[src/rtl/param_updown_counter.sv]
// ============================================================================
// Module      : param_updown_counter
// Description : Parametrised up/down counter with programmable top, wrap or
//               saturate mode, enable prescaler, terminal-count and compare
//               pulses, and sticky overflow/underflow flags.
// Revision    : 1.0 - initial release
// ============================================================================
`default_nettype none

module param_updown_counter #(
  parameter int WIDTH = 16,
  parameter int PSC_W = 8
) (
  input  logic             i_sysclk,
  input  logic             i_sysrst,
  input  logic             i_ld,
  input  logic [WIDTH-1:0] i_ld_data,
  input  logic             i_clr,
  input  logic             i_cnt_en,
  input  logic             i_dir,
  input  logic             i_mode,
  input  logic [WIDTH-1:0] i_top,
  input  logic [WIDTH-1:0] i_cmp,
  input  logic [PSC_W-1:0] i_psc,
  input  logic             i_flg_clr,
  output logic [WIDTH-1:0] o_cnt,
  output logic             o_tc,
  output logic             o_ovf_flg,
  output logic             o_unf_flg,
  output logic             o_cmp_hit
);

  localparam logic [WIDTH-1:0] c_CNT_ZERO = '0;
  localparam logic [WIDTH-1:0] c_CNT_ONE  = {{(WIDTH-1){1'b0}}, 1'b1};
  localparam logic [PSC_W-1:0] c_PSC_ZERO = '0;
  localparam logic [PSC_W-1:0] c_PSC_ONE  = {{(PSC_W-1){1'b0}}, 1'b1};

  logic [WIDTH-1:0] r_cnt_q;
  logic [WIDTH-1:0] w_cnt_d;
  logic [PSC_W-1:0] r_psc_q;
  logic [PSC_W-1:0] w_psc_d;
  logic             r_tc_q;
  logic             w_tc_d;
  logic             r_hit_q;
  logic             w_hit_d;
  logic             r_ovf_q;
  logic             w_ovf_d;
  logic             r_unf_q;
  logic             w_unf_d;

  logic             w_adv;
  logic             w_tick;
  logic             w_up_bnd;
  logic             w_dn_bnd;
  logic             w_ovf_set;
  logic             w_unf_set;

  // Prescaler advances only on enabled cycles not claimed by load/clear.
  // Using >= makes a lowered i_psc tick on the very next enabled cycle.
  assign w_adv    = i_cnt_en & ~i_ld & ~i_clr;
  assign w_tick   = w_adv & (r_psc_q >= i_psc);
  assign w_up_bnd = (r_cnt_q >= i_top);
  assign w_dn_bnd = (r_cnt_q == c_CNT_ZERO);

  always_comb begin
    w_cnt_d   = r_cnt_q;
    w_psc_d   = r_psc_q;
    w_tc_d    = 1'b0;
    w_ovf_set = 1'b0;
    w_unf_set = 1'b0;
    if (i_ld) begin
      w_cnt_d = i_ld_data;
      w_psc_d = c_PSC_ZERO;
    end else if (i_clr) begin
      w_cnt_d = c_CNT_ZERO;
      w_psc_d = c_PSC_ZERO;
    end else if (w_adv) begin
      w_psc_d = w_tick ? c_PSC_ZERO : (r_psc_q + c_PSC_ONE);
      if (w_tick) begin
        if (i_dir) begin
          if (w_up_bnd) begin
            w_cnt_d   = i_mode ? i_top : c_CNT_ZERO;
            w_tc_d    = 1'b1;
            w_ovf_set = 1'b1;
          end else begin
            w_cnt_d = r_cnt_q + c_CNT_ONE;
          end
        end else begin
          if (w_dn_bnd) begin
            w_cnt_d   = i_mode ? c_CNT_ZERO : i_top;
            w_tc_d    = 1'b1;
            w_unf_set = 1'b1;
          end else begin
            w_cnt_d = r_cnt_q - c_CNT_ONE;
          end
        end
      end
    end
  end

  // A flag set in the same cycle as i_flg_clr takes precedence.
  assign w_hit_d = w_tick & (w_cnt_d == i_cmp);
  assign w_ovf_d = w_ovf_set | (r_ovf_q & ~i_flg_clr);
  assign w_unf_d = w_unf_set | (r_unf_q & ~i_flg_clr);

  always_ff @(posedge i_sysclk) begin
    if (i_sysrst) begin
      r_cnt_q <= c_CNT_ZERO;
      r_psc_q <= c_PSC_ZERO;
      r_tc_q  <= 1'b0;
      r_hit_q <= 1'b0;
      r_ovf_q <= 1'b0;
      r_unf_q <= 1'b0;
    end else begin
      r_cnt_q <= w_cnt_d;
      r_psc_q <= w_psc_d;
      r_tc_q  <= w_tc_d;
      r_hit_q <= w_hit_d;
      r_ovf_q <= w_ovf_d;
      r_unf_q <= w_unf_d;
    end
  end

  assign o_cnt     = r_cnt_q;
  assign o_tc      = r_tc_q;
  assign o_cmp_hit = r_hit_q;
  assign o_ovf_flg = r_ovf_q;
  assign o_unf_flg = r_unf_q;

endmodule

`default_nettype wire

[config.mk]
export PLATFORM = sky130hd
export DESIGN_NAME = param_updown_counter
export DESIGN_NICKNAME = d
export VERILOG_FILES = /design/src/rtl/param_updown_counter.sv
export SDC_FILE = /design/constraint.sdc
export NUM_CORES = 1
export LEC_CHECK = 0
export BUFFER_PORTS_ARGS = -buffer_cell sky130_fd_sc_hd__buf_4
export CAP_MARGIN = 25
export CORE_MARGIN = 5
export CORE_UTILIZATION = 26
export CTS_CLUSTER_SIZE = 40
export DETAILED_ROUTE_END_ITERATION = 8
export PLACE_DENSITY = 0.46
export SYNTH_ARGS = -nofsm -noshare
export SYNTH_HDL_FRONTEND = slang
export SYNTH_SLANG_ARGS = --single-unit
[constraint.sdc]
create_clock -name i_sysclk -period 5.13 [get_ports i_sysclk]
set_clock_uncertainty 0.15 [all_clocks]
set_input_delay 0 -clock i_sysclk [delete_from_list [all_inputs] [get_ports i_sysclk]]
set_output_delay 0 -clock i_sysclk [all_outputs]
set_load 0.005 [all_outputs]
After elaboration in Yosys (flattened, before gate mapping)
Index checks and enable logic that the tools add are counted.

Register bits after elaboration: 28. Memories: 0. Memory bits (writable): 0. Input port bits: 64. Bits in latches: 0. Memory bits (read-only): 0.

Shift-type cells: 0. Div/mod/pow operators: 0. $add $sub $neg: 3. Bitwise operators: 13. Reduce and logical (&&, ||, !) cells: 3. Muxes and demuxes: 23. Magnitude comparators: 2. Eq/ne operators: 1. $mul: 0.

Operators by type and width (number): two-way mux 16 bit (9); adder 16 x 1 -> 16 bit, second input constant (1); equality test 16 bit (1); >= comparator 16 bit (1); logical NOT 16 bit (1); subtractor 16 x 1 -> 16 bit, second input constant (1); two-way mux 1 bit (13); adder 8 x 1 -> 8 bit, second input constant (1); >= comparator 8 bit (1); two-way mux 8 bit (1); AND 1 bit (6); inverter 1 bit (5); OR reduction 5 bit (1); OR reduction 3 bit (1); OR 1 bit (2).

Depth between registers and ports, before layout
Word-level depth: 10. Depth in mapped cells: 12. Mapped depth without buffers: 11.

Worst setup path after synthesis
No wires, ideal clock.

Path type: reg2reg. From: register r_cnt_q[0] (netlist: o_cnt[0]). To: register r_hit_q (netlist: o_cmp_hit). Slack: 1.521 ns. Buffers on the path: 1. Clock period less this slack: 3.609 ns. Setup time: 0.088 ns. Arrival: 3.372 ns. Cell stages (with the launch flop): 13. Path through: dfxtp_1 clkbuf_1 inv_1 ha_1 nand2b_1 a2111oi_1 o32ai_2 nor3_2 mux2_2 a211oi_1 a21oi_1 a31o_2 nor4_2.

Cells in the longest elaborated chain, start to end: 9. Elaborated cells on any way between the ends: 13. Classes of those cells: add/sub: 2; order compare: 1; eq/ne: 1; mux: 7; bitwise: 1; reduce/logical: 1.

Ends and longest elaborated chain: start, declared (line 38) `logic [WIDTH-1:0] r_cnt_q;`; start signal, assigned (line 108) `r_cnt_q <= c_CNT_ZERO;`; start signal, assigned (line 115) `r_cnt_q <= w_cnt_d;`; subtractor 16 x 1 -> 16 bit (tied with other cells) (line 94) `w_cnt_d = r_cnt_q - c_CNT_ONE;`; two-way mux 16 bit (on tied branches) (line 89, 81); two-way mux 16 bit (line 80) `if (i_dir) begin`; two-way mux 16 bit (line 79) `if (w_tick) begin`; two-way mux 16 bit * (line 77) `end else if (w_adv) begin`; two-way mux 16 bit * (line 74) `end else if (i_clr) begin`; two-way mux 16 bit * (line 71) `if (i_ld) begin`; equality test 16 bit * (line 102) `assign w_hit_d = w_tick & (w_cnt_d == i_cmp);`; AND 1 bit * (line 102); end signal, assigned (line 118) `r_hit_q <= w_hit_d;`; end, declared (line 44) `logic r_hit_q;`.

Mark *: on every way between the ends. The rest lies on a longest branch, timed or not. A chain may end at the register's enable or synchronous reset.

Worst setup path after layout
Same ends and word-level chain as after synthesis.

==> results.md <==
- Routed WL: approximately 15000 µm
- Cell Area, Synth: ~3400 µm²
- Placed Area: about 4200 µm²
- Syn. warnings: 0
- Max-Cap Viols: 0
- CP max-delay cell: a2111oi_1
- Initial antenna violation count: 0
- DPL Wire Length: approximately 12000 µm
- Most frequent cells in the layout: 89 x buf_4, 38 x nor2_1, 38 x nand2_1, 35 x inv_1
- GRT overflow: 0
- Setup TNS: 0 ps
- Critical path, cell by cell: inv_1 > ha_1 > nand2b_1 > a2111oi_1 > o32a_1 > nand3_2 > a311oi_1 > o32ai_1 > a2111oi_2 > nand4_1 > nor4_2 > dlygate4sd3_1
- Req. time, crit path: approximately 5200 ps
- LEAKAGE: 1.94 nW
- Worst setup EP type: flip-flop
- Period utilization: just over 90%
- Fin. Hold Viols: 0
- Post-route minimum period: around 4800 ps
- DIE AREA: approximately 15000 µm²
- Crit path max fanout: 11
- Vias: around 4000
- Area grow syn2layout: 32.7%
- Max_slew headroom: between 40 and 50%
- WS Path Type: reg -> reg
- Synth cell types: 69
- Synth Instances: 460
- Core footprint: roughly 13000 µm²
- Slew Viols, Final: 0
- Placed insts: ~690
- # IOs: 84
- Fraction of layout cells with a size suffix above 1: between 20% and 30%
- FF+latch count, synth: 28
- CTS max path bufs: 2
- Vias in the first global route: around 3900
- Die Height: between 100 and 150 µm
- Drt wl/cell: about 20 µm
- Largest stage delay, worst path: 670 ps
- Starting density of the core: between 20% and 30%
- CTS root buffer: clkbuf_16
- FILL cells: between 1000 and 1500
- Final net count: 642
- Gr usage total: 18.6%
- Final instance area: approximately 4500 µm²
- Die X: ~120 µm
- Row cnt: approximately 40
- Pre-Repair DR Iteration Count: 6
- Pwr dens: around 170 nW/µm²
- Worst Path Arrival: a little under 5000 ps
- Clock Sinks: 28
- DRC Markers: 0
- 1st-iter DRT viols: roughly 250
- Worst VDD drop: 0.000116 V
- Syn avg cell area: ~7.4 µm²
- Critical Path Source Type: flip-flop
- EDFF count, synth: 0
- Setup Viol. Count Final: 0
- TritonCTS clock tree: built
- Post-synthesis sequential area ratio: 16.5%
- CTS buffer count: 3
- Vias per Instance: about 5.4
- ANT nets after route: 0
- Worst Max-Slew Pin Slew: ~800 ps
- Status: complete, no violations
- Port-buffer cells: 83
- Worst hold path type: in -> reg
- Final cell count without fillers: 721
- Ys async rst share: 0%
- Skew-Pair Late Insertion Delay: between 200 and 300 ps
- H-tree Lvls: 1
- Cts repair resizes: 0
- Gpl congestion: between 0.9 and 1
- Synthesized net count: roughly 550
- Clock slew seen by the registers of the worst setup and hold paths: 80 ps
- First-pass GRT wire length: between 20000 and 25000 µm
- Most used DFF post-synth: dfxtp_1
- Pin count of the biggest net entering global routing: 24
- Final core utilization: a little over a third
- Max Fclk: around 210 MHz
- N_diodes: 0
- RSZ-0062 raised after global routing: false
- Most common cell after layout, fill and taps aside: buf_4
==> final timing paths <==
check	startpoint	to	slack (ps)	depth (start not counted)
hold reg to reg	r_psc_q[7]$_SDFFE_PP0P_	r_psc_q[7]$_SDFFE_PP0P_	390	2
hold / removal	i_ld_data[6]	o_cnt[6]$_SDFF_PP0_	8	4
setup / recovery	o_cnt[0]$_SDFF_PP0_	o_cmp_hit$_SDFF_PP0_	340	12
setup reg to reg	o_cnt[0]$_SDFF_PP0_	o_cmp_hit$_SDFF_PP0_	340	12
==> state kept, by name, indices dropped and copies added (netlist names) <==
register	flops
o_cnt	16
r_psc_q	8
o_cmp_hit	1
o_ovf_flg	1
o_tc	1
o_unf_flg	1
==> critical path: cells and delay by family, from the launching register on <==
kind	cells	cell delay (ps)
flip-flops	1	580
buffers and inverters	2	750
adder cells (fa/ha/maj)	1	300
AND/OR/NAND/NOR	4	910
AO/OA/AOI/OAI	5	2030
==> cell usage after synthesis, drive strengths merged (3+ instances only) <==
master | count | share of area (%)
nand4 | 13 | 2.4
and3 | 5 | 0.92
nand2b | 6 | 1.1
xnor2 | 18 | 4.6
a221oi | 6 | 1.5
mux2i | 4 | 1.2
and2 | 3 | 0.55
a22oi | 5 | 1.1
or4 | 5 | 1.2
inv | 35 | 3.9
ha | 28 | 10
a41oi | 4 | 1.0
a31o | 3 | 0.77
a211oi | 7 | 1.5
o21a | 3 | 0.66
or3b | 3 | 0.77
nand2 | 39 | 4.5
buf | 5 | 1.1
or2 | 4 | 0.74
o21ai | 15 | 2.2
a311oi | 5 | 1.3
mux2 | 6 | 2.0
a31oi | 11 | 2.0
dfxtp | 28 | 16
a21o | 5 | 1.1
or3 | 5 | 0.92
nor2 | 38 | 4.2
nor2b | 7 | 1.3
a2111oi | 5 | 1.5
nor4 | 11 | 2.2
a221o | 3 | 0.88
clkbuf | 24 | 2.7
nand3 | 14 | 2.2
a21oi | 22 | 3.2
nor3 | 15 | 2.4
xor2 | 18 | 4.6
==> layout make-up <==
class | instances | area, µm² | area share, %
clock buffers | 3 | 75.1 | 1.66
inverters | 35 | 131 | 2.91
flip-flops and latches | 28 | 561 | 12.4
clock inverters | 1 | 30.0 | 0.666
multi-input cells | 368 | 2580 | 57.2
repair buffers | 114 | 918 | 20.4
well taps | 172 | 215 | 4.77
==> power breakdown <==
group          leakage, nW  total, mW  switching, mW  internal, mW
clock network       0.0511      0.251         0.0951         0.156
logic                 1.66      0.287          0.156         0.131
registers            0.228      0.243         0.0196         0.223
==> metal layers <==
| metal | GRT usage (%) | share of wire (%) | routed length, µm | vias to the layer above |
|---|---|---|---|---|
| met5 | 0 | 0 | 0 | - |
| met4 | 3.42 | 1.6 | 240 | 0 |
| met1 | 25.1 | 45 | 6630 | 1842 |
| met2 | 31.7 | 48 | 7040 | 147 |
| li1 | - | - | - | 1901 |
| met3 | 2.66 | 5.9 | 876 | 12 |
==> cells by family (layout without fill, tap and decap cells) <==
kind of cell / count (synthesis) / count (layout) / synth area share, %
fa+ha+maj: 28 / 28 / 10.3
xor+xnor: 36 / 36 / 9.27
compound gates: 119 / 119 / 25.6
mux: 10 / 10 / 3.17
buf+inv: 64 / 153 / 7.58
simple gates: 175 / 175 / 27.6
flops: 28 / 28 / 16.5
==> timing repair <==
action	CTS	global route
endpoints found under the hold margin	20	0
hold buffers	25	0
setup buffers	0	0
==> stage by stage <==
step | total power, mW | hold slack (ps) | setup WS (ps)
final | 0.781 | 7.54 | 344
after global placement | 0.519 | 111 | 1160
after detailed placement | 0.519 | 111 | 1020
after floorplan | 0.404 | -78.4 | 1520
after CTS | 0.785 | 5.82 | 423
after global routing | 0.821 | 21.7 | 55.8
(Power assumes the default switching activity.)
